[src/rtl/piso_pkg.sv]
// Shared definitions for the PISO unloader and the max16 datapath.
package piso_pkg;

  localparam int unsigned PISO_DATA_WIDTH = 8;
  localparam int unsigned PISO_LENGTH     = 16;

  typedef enum logic {
    IDLE  = 1'b0,
    SHIFT = 1'b1
  } piso_state_e;

  function automatic int unsigned cnt_width(input int unsigned len);
    return (len < 2) ? 1 : $clog2(len);
  endfunction

endpackage

[src/rtl/piso_unloader_running_max.sv]
// Running unsigned maximum over accepted words, published with a one-cycle pulse
// on the cycle after a frame's last beat.
module piso_running_max #(
  parameter int unsigned DATA_WIDTH = 8
) (
  input  logic                  clk,
  input  logic                  rstn,
  input  logic                  beat_i,
  input  logic                  first_i,
  input  logic                  last_i,
  input  logic [DATA_WIDTH-1:0] word_i,
  output logic [DATA_WIDTH-1:0] max_o,
  output logic                  valid_o
);

  logic [DATA_WIDTH-1:0] run_q, run_d;
  logic [DATA_WIDTH-1:0] max_q, max_d;
  logic                  pulse_q, pulse_d;
  logic [DATA_WIDTH-1:0] cand;

  always_comb begin
    cand    = (first_i || word_i > run_q) ? word_i : run_q;
    run_d   = run_q;
    max_d   = max_q;
    pulse_d = 1'b0;
    if (beat_i) begin
      run_d = cand;
      if (last_i) begin
        max_d   = cand;
        pulse_d = 1'b1;
      end
    end
  end

  always_ff @(posedge clk or negedge rstn) begin
    if (!rstn) begin
      run_q   <= '0;
      max_q   <= '0;
      pulse_q <= 1'b0;
    end else begin
      run_q   <= run_d;
      max_q   <= max_d;
      pulse_q <= pulse_d;
    end
  end

  assign max_o   = max_q;
  assign valid_o = pulse_q;

endmodule

[src/rtl/piso_unloader.sv]
// Parallel-in serial-out frame unloader on a valid/ready stream.
// Optional running-max tracking under `define PISO_TRACK_MAX_EN.
module piso_unloader
  import piso_pkg::*;
#(
  parameter int unsigned DATA_WIDTH = PISO_DATA_WIDTH,
  parameter int unsigned LENGTH     = PISO_LENGTH
) (
  input  logic                         clk,
  input  logic                         rstn,
  input  logic [DATA_WIDTH*LENGTH-1:0] din,
  input  logic                         in_valid,
  output logic                         in_ready,
  output logic [DATA_WIDTH-1:0]        dout,
  output logic                         out_valid,
  input  logic                         out_ready,
`ifdef PISO_TRACK_MAX_EN
  output logic                         out_last,
  output logic [DATA_WIDTH-1:0]        max_out,
  output logic                         max_valid
`else
  output logic                         out_last
`endif
);

  localparam int unsigned CW = cnt_width(LENGTH);
  localparam logic [CW-1:0] CNT_LAST = CW'(LENGTH - 1);

  piso_state_e                  state_q, state_d;
  logic [DATA_WIDTH*LENGTH-1:0] buf_q, buf_d;
  logic [CW-1:0]                cnt_q, cnt_d;
  logic                         load, beat;

  assign out_valid = (state_q == SHIFT);
  assign out_last  = out_valid && (cnt_q == CNT_LAST);
  assign dout      = buf_q[DATA_WIDTH-1:0];
  // Ready during the last beat lets the next frame follow without a bubble.
  assign in_ready  = (state_q == IDLE) || (out_last && out_ready);
  assign load      = in_valid && in_ready;
  assign beat      = out_valid && out_ready;

  always_comb begin
    state_d = state_q;
    buf_d   = buf_q;
    cnt_d   = cnt_q;
    if (load) begin
      buf_d   = din;
      cnt_d   = '0;
      state_d = SHIFT;
    end else if (beat) begin
      if (out_last) begin
        buf_d   = '0;
        cnt_d   = '0;
        state_d = IDLE;
      end else begin
        buf_d = buf_q >> DATA_WIDTH;
        cnt_d = cnt_q + CW'(1);
      end
    end
  end

  always_ff @(posedge clk or negedge rstn) begin
    if (!rstn) begin
      state_q <= IDLE;
      buf_q   <= '0;
      cnt_q   <= '0;
    end else begin
      state_q <= state_d;
      buf_q   <= buf_d;
      cnt_q   <= cnt_d;
    end
  end

`ifdef PISO_TRACK_MAX_EN
  piso_running_max #(
    .DATA_WIDTH(DATA_WIDTH)
  ) u_running_max (
    .clk     (clk),
    .rstn    (rstn),
    .beat_i  (beat),
    .first_i (cnt_q == '0),
    .last_i  (out_last),
    .word_i  (dout),
    .max_o   (max_out),
    .valid_o (max_valid)
  );
`endif

endmodule

[config.mk]
export PLATFORM = sky130hd
export DESIGN_NAME = piso_unloader
export DESIGN_NICKNAME = d
export VERILOG_FILES = /design/src/rtl/piso_pkg.sv /design/src/rtl/piso_unloader_running_max.sv /design/src/rtl/piso_unloader.sv
export SDC_FILE = /design/constraint.sdc
export NUM_CORES = 1
export LEC_CHECK = 0
export ABC_AREA = 0
export CORE_ASPECT_RATIO = 0.7
export CORE_MARGIN = 2
export CORE_UTILIZATION = 45
export CTS_CLUSTER_DIAMETER = 60
export DETAILED_ROUTE_END_ITERATION = 16
export GPL_ROUTABILITY_DRIVEN = 0
export HOLD_SLACK_MARGIN = 0.06
export MAX_ROUTING_LAYER = met4
export PLACE_DENSITY = 0.77
export SYNTH_ARGS = -nofsm -noshare
export SYNTH_HDL_FRONTEND = slang
export SYNTH_SLANG_ARGS = --single-unit
[constraint.sdc]
create_clock -name clk -period 1.8 [get_ports clk]
set_clock_uncertainty 0.2 [all_clocks]
set_input_delay 0.18 -clock clk [delete_from_list [all_inputs] [get_ports clk]]
set_output_delay 0.18 -clock clk [all_outputs]
set_load 0.05 [all_outputs]
==> flow_summary_export.csv <==
group,metric,value,unit
outcome,status,"finished, violations left",
outcome,failed_checks,"setup timing",
layout,syn2layout_area_growth,47.41,%
sta,rsz0062_at_grt,"yes",
yosys,synth_flop_cell,"dfrtp_1",
floorplan,rows,34,
layout,postLayoutCellArea,8613,um2
power,power.share.clock,30.2,%
power,power.switching,0.003565,W
setup_path,crit_end,"buf_q[82]",
sta,fin_crit_sh,109.1,%
yosys,ys_async_sr_fraction,100.0,%
floorplan,ios,143,
floorplan,fp.dieH,99.34,um
yosys,syn_nets,589,
clocking,clk_pin_slew_worst_paths,0.06,ns
power,p_per_area,1414,nW/um2
power,seqPwrFrac,39.1,%
layout,fillers,849,
flow_run,drv_cap,0,
sta,relSlewSlack,71.95,%
power,power_frac_comb,30.7,%
grt,gr-total-overflow,0,
layout,stdcell_count,796,
routing,avgRoutedWirePerCell,21.57,um
setup_path,criticalPathCategory,"reg2reg",
clocking,htreeDepth,4,
sta,worst_slack,-0.1629,ns
place,placed_cell_area,7481,um2
routing,drtIter0Drc,405,
routing,wl,17170,um
sta,fmax,0.5094,GHz
hold_path,hold_path_class,"in2async",
floorplan,dieArea,13930,um2
routing,via_per_inst,5.898,
power,switching_share,29.27,%
setup_path,cp-start-kind,"flip-flop",
layout,antenna_cells,0,
yosys,ys_types,27,
yosys,netlist_area,5843,um2
power,total_leakage_power,3.921,nW
grt,grt_usage,23.03,%
routing,drtAntennaViolNets,0,
setup_path,r2r_setup_slack,-0.16,ns
layout,final_common_cell,"dfrtp_1",
yosys,avgSynthCellArea,12.81,um2
routing,route.vias.total,4695,
yosys,seq_area_frac_synth,56.96,%
yosys,synth-warning-count,0,
setup_path,r2r_cells,7,
sta,tightest_slew,0.4208,ns
floorplan,coreArea,12550,um2
sta,drv_slew,0,
power,ir_drop,0.0007151,V
clocking,cts.sinks,133,
floorplan,initial_utilization,46.56,%
place,portBuffers,142,
setup_path,cp-end-kind,"flip-flop",
clocking,cts_tree,"done",
clocking,cts_inserted_buffers,17,
layout,final_cell_mix,"dfrtp_1 (132), clkdlybuf4s50_1 (130), a221o_1 (120), and2_1 (108), buf_4 (28)",
clocking,cts_buffer_depth,2,
sta,fin_tns_setup,-14.97,ns
grt,antenna_found_initial,0,
routing,drc,0,
layout,drive_gt1_share,15.93,%
yosys,synth_edf_count,0,
power,p_int,0.008615,W
layout,nets,754,
yosys,ys_ff_latch,133,
floorplan,die_width,140.2,um
grt,grt_max_degree,70,
grt,grt_pass1_wl,24380,um
setup_path,r2r-end,"buf_q[82]",
yosys,syn_inst,456,
clocking,clockRootBuffer,"clkbuf_16",
sta,setup_viol,130,
place,hpwl,9951,um
setup_path,cp_max_fo,35,
routing,first_pass_iters,5,
setup_path,r2r-start,"cnt_q[0]",
setup_path,cp.required,1.89,ns
place,dp.cells,735,
setup_path,startpoint,"cnt_q[0]",
clocking,clock_latency,0.41,ns
sta,layout_min_cycle_time,1.963,ns
sta,hold_violations,0,
grt,grt_pass1_vias,4626,
setup_path,cp_data_arrival_time,2.05,ns
-- final cells by class --
cell class / instances / area, um2 / share of cell area, %
clock inverter: 8 / 146.4 / 1.700
clock buffer: 24 / 481.7 / 5.593
timing repair buffer: 196 / 2220 / 25.77
sequential: 133 / 3329 / 38.65
tap: 162 / 202.7 / 2.353
multi-input combinational: 273 / 2233 / 25.93
-- critical path, stage by stage (launching register included) --
cell	delay, ns
dfrtp_1	0.41
ha_4	0.18
buf_6	0.11
nand4_1	0.16
a21boi_4	0.11
buf_12	0.16
buf_12	0.17
a221o_1	0.32
-- sequential cells by signal, indices dropped and copies added (netlist names) --
| name | cells |
|---|---|
| buf_q | 128 |
| out_valid | 1 |
| cnt_q | 4 |
-- worst min-delay path by stage --
stage | end | slack, ns | cells after the start
final | buf_q[13] | 0.06 | 2
after global routing | buf_q[5] | 0.09 | 2
after CTS | buf_q[5] | 0.08 | 2
after detailed placement | buf_q[5] | -0.07 | 1
after global placement | buf_q[5] | -0.08 | 1
after floorplan | buf_q[0] | -0.32 | 0
-- cells in the mapped netlist, drive strengths merged, types with 2 or more instances --
library cell  count  area, um2
o21ai             4      20.01
nand4             2      12.51
nor2              2      10.01
and2            121      757.0
a22o              9      78.83
clkbuf           10      37.54
buf              40      290.3
dfrtp           133       3328
nand2             4      15.01
a221o           120       1201
-- routing by layer --
layer	wire [um]	global-route usage, %
met1	7885	33.03
met2	7818	33.30
met3	1302	5.441
met4	165	5.750
met5	0	-
-- kinds of logic after synthesis --
group	after synthesis	share of synthesized area, %
muxes	1	0.1713
and+or+nand+nor	134	14.24
buffers and inverters	50	5.610
AOI/OAI and AO/OA	136	22.66
xor gates and xnor gates	1	0.1499
adders and majority gates	1	0.2141
DFF	133	56.96
-- through the flow --
step                      util (%)  hold slack [ns]  setup WS [ns]  power (W)
after floorplan                  -          -0.3156       -0.01314   0.006864
after global placement       59.61         -0.08245        -0.1290   0.007839
after detailed placement     59.61         -0.07391        -0.1849   0.007959
after CTS                    65.05          0.07645        -0.1461    0.01174
after global routing         68.63          0.08601        -0.1940    0.01273
final                        68.63          0.05901        -0.1629    0.01218
-- power by group through the flow --
stage | clock (W) | sequential, W | combinational [W]
after floorplan | 0 | 0.00448 | 0.00238
after global placement | 0 | 0.00473 | 0.00311
after detailed placement | 0 | 0.00475 | 0.00321
after CTS | 0.00370 | 0.00473 | 0.00331
after global routing | 0.00383 | 0.00487 | 0.00402
final | 0.00368 | 0.00476 | 0.00374
-- timing repair --
item / 4_1_cts / 5_1_grt
pin swaps: 24 / 32
setup endpoints to repair: 78 / 130
hold buffers: 1 / 0
cloned: 0 / 18
hold endpoints to repair: 133 / 0
resized for setup: 5 / 10
buffers inserted: 4 / 6
(Power assumes the default switching activity.)
